`src/rtl/down_counter_timer_pkg.sv`:
```
// down_counter_timer_pkg: shared state encoding and default width for the down counter timer
package down_counter_timer_pkg;
  localparam int DEFAULT_WIDTH = 4;
  typedef enum logic [1:0] {IDLE, RUN, HOLD} state_t;
endpackage

```
`src/rtl/down_counter_timer.sv`:
```
// down_counter_timer: loadable down counter / interval timer with one-shot, periodic and pause modes
module down_counter_timer
  import down_counter_timer_pkg::*;
#(
  parameter int WIDTH = DEFAULT_WIDTH
) (
  input  logic             i_clk,
  input  logic             i_rst,
  input  logic             i_load,
  input  logic [WIDTH-1:0] i_load_val,
  input  logic             i_start,
  input  logic             i_stop,
  input  logic             i_periodic,
  output logic [WIDTH-1:0] o_count,
  output logic             o_busy,
  output logic             o_tc
);
  localparam logic [WIDTH-1:0] ONE = WIDTH'(1);
  state_t           r_state, w_state_nxt;
  logic [WIDTH-1:0] r_count, r_reload, w_count_nxt, w_reload_nxt;
  logic             r_tc, w_tc_nxt;
  // next state, count, reload and terminal pulse; load overrides any start/stop, stop beats start
  always_comb begin
    w_state_nxt  = r_state;
    w_count_nxt  = r_count;
    w_reload_nxt = r_reload;
    w_tc_nxt     = 1'b0;
    if (i_load) begin
      w_reload_nxt = i_load_val;
      w_count_nxt  = i_load_val;
      w_state_nxt  = IDLE;
    end else begin
      case (r_state)
        IDLE: w_state_nxt = (i_start && r_count != '0) ? RUN : IDLE;
        RUN: begin
          if (i_stop) begin
            w_state_nxt = HOLD;
          end else if (r_count == ONE) begin
            w_tc_nxt    = 1'b1;
            w_count_nxt = i_periodic ? r_reload : '0;
            w_state_nxt = i_periodic ? RUN : IDLE;
          end else if (r_count == '0) begin
            w_state_nxt = IDLE;
          end else begin
            w_count_nxt = r_count - ONE;
          end
        end
        HOLD: w_state_nxt = (i_start && !i_stop) ? RUN : HOLD;
        default: w_state_nxt = IDLE;
      endcase
    end
  end
  // state, count and reload registers with synchronous active-low reset
  always_ff @(posedge i_clk) begin
    if (!i_rst) begin
      r_state  <= IDLE;
      r_count  <= '0;
      r_reload <= '0;
    end else begin
      r_state  <= w_state_nxt;
      r_count  <= w_count_nxt;
      r_reload <= w_reload_nxt;
    end
  end
  // registered terminal-count pulse, aligned with the post-terminal count value
  always_ff @(posedge i_clk) begin
    if (!i_rst) r_tc <= 1'b0;
    else        r_tc <= w_tc_nxt;
  end
  assign o_count = r_count;
  assign o_busy  = (r_state == RUN) || (r_state == HOLD);
  assign o_tc    = r_tc;
endmodule
```
`config.mk`:
```
export PLATFORM = sky130hd
export DESIGN_NAME = down_counter_timer
export DESIGN_NICKNAME = d
export VERILOG_FILES = /design/src/rtl/down_counter_timer_pkg.sv /design/src/rtl/down_counter_timer.sv
export SDC_FILE = /design/constraint.sdc
export NUM_CORES = 1
export LEC_CHECK = 0
export ABC_AREA = 1
export BUFFER_PORTS_ARGS = -buffer_cell sky130_fd_sc_hd__buf_2
export CAP_MARGIN = 10
export CORE_MARGIN = 2
export CORE_UTILIZATION = 40
export CTS_CLUSTER_DIAMETER = 100
export DETAILED_ROUTE_END_ITERATION = 8
export SLEW_MARGIN = 0
export SYNTH_ARGS = -nofsm -noshare
export SYNTH_HDL_FRONTEND = slang
export SYNTH_SLANG_ARGS = --single-unit
```
`constraint.sdc`:
```
create_clock -name i_clk -period 3.7 [get_ports i_clk]
set_clock_uncertainty 0.1 [all_clocks]
set_input_delay 0.555 -clock i_clk [delete_from_list [all_inputs] [get_ports i_clk]]
set_output_delay 0.555 -clock i_clk [all_outputs]
set_load 0.005 [all_outputs]
```
# == Word-level counts from Yosys, hierarchy flattened ==
# Index checks and enable logic that the tools add are counted.
# classes
n_addsub,1
eq_ne,6
mux,14
bitwise_logic,2
reduce_logical,11
# ops
cell,n
$mux W4,6
$mux W2,4
$pmux W2 S3,1
$eq A4 B1 Y1 const B,1
$logic_not A4 Y1,1
$ne A4 B4 Y1 const B,1
$reduce_bool A4 Y1,1
$reduce_or A4 Y1,1
$sub A4 B1 Y4 const B,1
$mux W1,3
$ne A3 B3 Y1 const B,1
$reduce_and A3 Y1,1
$eq A2 B1 Y1 const B,1
$eq A2 B2 Y1 const B,1
$logic_and A1 B1 Y1,2
$logic_not A2 Y1,1
$ne A2 B2 Y1 const B,1
$not A1 Y1,2
$reduce_bool A2 Y1,1
$reduce_or A2 Y1,1
$logic_not A1 Y1,1
$logic_or A1 B1 Y1,1
# word_totals
reg_bits,11
in_bits,10
output_inout_bits,6
elab_cells,38

# == Depth between registers and ports, before layout ==
# logic_depth
depth_word,6
depth_mapped,9

# == Worst setup path after synthesis ==
# Ideal clock, no wire load.
# synth_path
path_type,reg-to-reg
start,register r_count[1] (netlist: o_count[1])
end,register r_count[1] (netlist: o_count[1])
arrival_time_ns,1.163
required_ns,3.483
setup_slack_ns,2.320
stages_incl_launch_ff,9
n_path_buf,0
path_cell_list,dfxtp_1 -> inv_1 -> ha_1 -> inv_1 -> nand3_1 -> nand2_2 -> nand2_4 -> o21ai_0 -> nor2_1
# synth_via
elab_chain_cells,6
word_cells_on_any_way,10
# synth_rtl
element,line_no,source
start: declaration,down_counter_timer.sv:20,"logic [WIDTH-1:0] r_count, r_reload, w_count_nxt, w_reload_nxt;"
start signal: assignment,down_counter_timer.sv:61,r_count <= w_count_nxt;
$sub A4 B1 Y4,down_counter_timer.sv:45,w_count_nxt = r_count - ONE;
$mux W4,down_counter_timer.sv:42,end else if (r_count == '0) begin
$mux W4,down_counter_timer.sv:38,end else if (r_count == ONE) begin
$mux W4,down_counter_timer.sv:36,if (i_stop) begin
$mux W4,down_counter_timer.sv:33,case (r_state)
$mux W4,down_counter_timer.sv:28,if (i_load) begin
# Parallel ways exist; a longest one is shown, timed or not. The select of a mux whose other input is x is not followed.
# A chain may end at the register's enable or synchronous reset.

# == Worst setup path after layout ==
# layout_path
start,register r_state[0]
end,output o_busy
# layout_via
elab_chain_cells,2
word_cells_on_any_way,3
# layout_rtl
element,line_no,source
start: declaration,down_counter_timer.sv:19,"state_t r_state, w_state_nxt;"
start signal: assignment,down_counter_timer.sv:60,r_state <= w_state_nxt;
$eq A2 B1 Y1 or $eq A2 B2 Y1 (tied branches),down_counter_timer.sv:71,assign o_busy = (r_state == RUN) || (r_state == HOLD);
$logic_or A1 B1 Y1 (*),down_counter_timer.sv:71,
end: declaration,down_counter_timer.sv:15,"output logic o_busy,"
# Every way passes the cells marked *; elsewhere a longest branch is shown, timed or not.

==> flow_summary.json <==
{
  "outcome": "completed",
  "cts-hold-fix-buffers": 0,
  "yosys_warnings": 0,
  "die_w_um": 47.40,
  "maxCapViolCount": 0,
  "tightest_slew_ns": 0.2553,
  "dp_slack_ns": 2.190,
  "num_rows": 15,
  "slew_headroom": 0.8296,
  "port_buffers": 15,
  "synth_top_area_frac": 0.2924,
  "tns_ns": 0,
  "layout-drive-gt1-share": 0.2419,
  "antenna_found_initial": 0,
  "required_ns": 3.04,
  "hold_path_depth": 2,
  "worst-setup-path-type": "reg -> out",
  "grt_start_max_net_pins": 10,
  "drtAntennaViolNets": 0,
  "reg2reg_from": "o_count[1]",
  "ys_seq_area_frac": 0.2924,
  "min_path_type": "reg -> reg",
  "nets": 142,
  "cpPeakStageDelay_ns": 0.41,
  "critPathBufInv": 2,
  "clock_latency_ns": 0.27,
  "worst-r2r-cell-count": 8,
  "ys_types": 24,
  "place.gp.congestion": 0.9028,
  "leakagePower_nw": 0.4282,
  "grt_pass1_vias": 630,
  "finalCritPeriodShare": 0.4937,
  "synth_cells": 106,
  "clock_sinks": 11,
  "vias": 732,
  "vdd_drop_max_mv": 0.2412,
  "route.detailed.drc": 0,
  "initial_core_util": 0.4315,
  "syn_to_final_growth_pct": 16.94,
  "hold_viol_final": 0,
  "synth.cell_area_um2": 753.2,
  "end_kind": "primary output",
  "hold_slack_ns": 0.3737,
  "crit_chain": "inv_1, ha_1, buf_2",
  "core_area_mm2": 0.001745,
  "fin_ws_ns": 1.873,
  "grt_use_total": 0.1671,
  "whs_endpoint": "r_reload[3]",
  "crit_path_top_delay_cell": "dfxtp_1",
  "clk_path_buf_depth": 2,
  "htreeDepth": 1,
  "synthTopCellsByArea": "dfxtp_1, ha_1, nand2_1, inv_1, nor2_1",
  "viasPerCell": 4.913,
  "finalWirelength_mm": 1.573,
  "dieArea_mm2": 0.002246,
  "cts-root-buf": "clkbuf_4",
  "drtIter0Drc": 12,
  "min-delay-start": "r_reload[3]",
  "slew_viol_final": 0,
  "crit_family": "flip-flops",
  "ys_ff_latch": 11,
  "post-cts-setup-buffer-count": 0,
  "grt-ovfl-total": 0,
  "synth_top_area_cell": "dfxtp_1",
  "r2r_slack_ns": 2.17,
  "cts_tree": "yes",
  "fin_crit_ns": 1.827,
  "p_per_area_mw_per_mm2": 330.6,
  "hpwlAfterDp_mm": 1.249,
  "wl_per_cell_um": 10.56,
  "path_max_fanout": 4,
  "critPathLaunchType": "flip-flop",
  "die_y_um": 47.40,
  "avgSynthCellArea_um2": 7.106,
  "grt_pass1_wl_mm": 2.635,
  "arrival_ns": 1.17,
  "cts.repair.resized": 0,
  "worstReg2RegEnd": "o_count[2]",
  "rsz0062_at_grt": "false",
  "ioPinCount": 16,
  "drt_first_pass_iters": 4,
  "clk_pin_slew_worst_paths_ns": 0.07,
  "setup_violations": 0,
  "insertedDiodeCount": 0,
  "cts_buffers": 3,
  "synth_nets": 123,
  "fmax_mhz": 547.4
}
==> routing by layer <==
metal / share of wire / track usage
met1: 0.53 / 0.2471
met2: 0.39 / 0.2324
met3: 0.059 / 0.02308
met4: 0.018 / 0.08333
met5: 0 / 0
==> worst register-to-register path, cell delays in order, from the launching register on <==
cell	delay, ns
dfxtp_1	0.37
inv_1	0.09
ha_1	0.26
inv_1	0.10
nand3_1	0.10
nand2_2	0.11
nand2_4	0.07
o21ai_0	0.16
nor2_1	0.07
==> per-stage QoR <==
step	instance area (um^2)	total power [mW]	std cells	util
global placement	854.6	0.2095	145	0.4896
floorplan	753.2	0.1863	106	-
CTS	880.8	0.2924	149	0.5047
finish	880.8	0.2913	149	0.5047
detailed placement	854.6	0.2080	145	0.4896
global route	880.8	0.3083	149	0.5047
==> synthesized netlist by cell type <==
master,count
nand2_1,23
inv_1,13
dfxtp_1,11
nor2_1,10
a21oi_1,7
ha_1,7
nand4_1,5
nand3_1,4
clkinv_1,3
o21ai_0,3
a21oi_2,2
inv_2,2
nand2_2,2
nand2_4,2
nor2_4,2
nor3_1,2
buf_2,1
nand3_2,1
nand3b_1,1
nor2_8,1
nor4_1,1
o211ai_1,1
o21ai_1,1
o22ai_1,1
==> sequential cells by signal, indices dropped and copies added, names as in the netlist <==
signal    flops
r_reload      4
o_count       4
o_tc          1
r_state       2
==> report_power, final <==
part,switching (mW),internal (mW)
logic,0.0451,0.0282
clock network,0.0434,0.0418
registers,0.00733,0.125
==> layout by cell type, fill, tap and decap left out, drive strengths merged <==
| cell | Yosys | final |
|---|---|---|
| o211ai | 1 | 1 |
| o21ai | 4 | 4 |
| dfxtp | 11 | 11 |
| nand2 | 27 | 27 |
| nor4 | 1 | 1 |
| ha | 7 | 7 |
| a21oi | 9 | 9 |
| nor3 | 2 | 2 |
| nand3b | 1 | 1 |
| clkbuf | 0 | 4 |
| buf | 1 | 15 |
| nand4 | 5 | 5 |
| o22ai | 1 | 1 |
| clkinv | 3 | 3 |
| nand3 | 5 | 5 |
| inv | 15 | 15 |
| nor2 | 13 | 13 |
==> how the worst max path moves through the flow <==
| stage | startpoint | to | slack [ns] | cells after the start |
|---|---|---|---|---|
| after floorplan | o_count[1] | o_count[1] | 2.32 | 8 |
| after global placement | r_state[0] | o_busy | 2.19 | 3 |
| after detailed placement | r_state[0] | o_busy | 2.19 | 3 |
| after CTS | r_state[0] | o_busy | 1.89 | 3 |
| after global routing | r_state[0] | o_busy | 1.82 | 3 |
| final | r_state[0] | o_busy | 1.87 | 3 |
==> layout make-up <==
cell class,count,area [um^2]
multi-input combinational,76,460.4
inverter,18,67.56
clock buffer,4,26.28
timing repair buffer,15,75.07
tap,25,31.28
fill,187,864.6
sequential,11,220.2
==> kinds of logic (layout without fill, tap and decap cells) <==
| kind of cell | Yosys count | in the layout | synth area share |
|---|---|---|---|
| flip-flops | 11 | 11 | 0.2924 |
| adder cells (fa/ha/maj) | 7 | 7 | 0.1163 |
| AND/OR/NAND/NOR | 54 | 54 | 0.3804 |
| buffers and inverters | 19 | 37 | 0.09635 |
| AO/OA/AOI/OAI | 15 | 15 | 0.1146 |
Power figures use the tool's default switching activity.
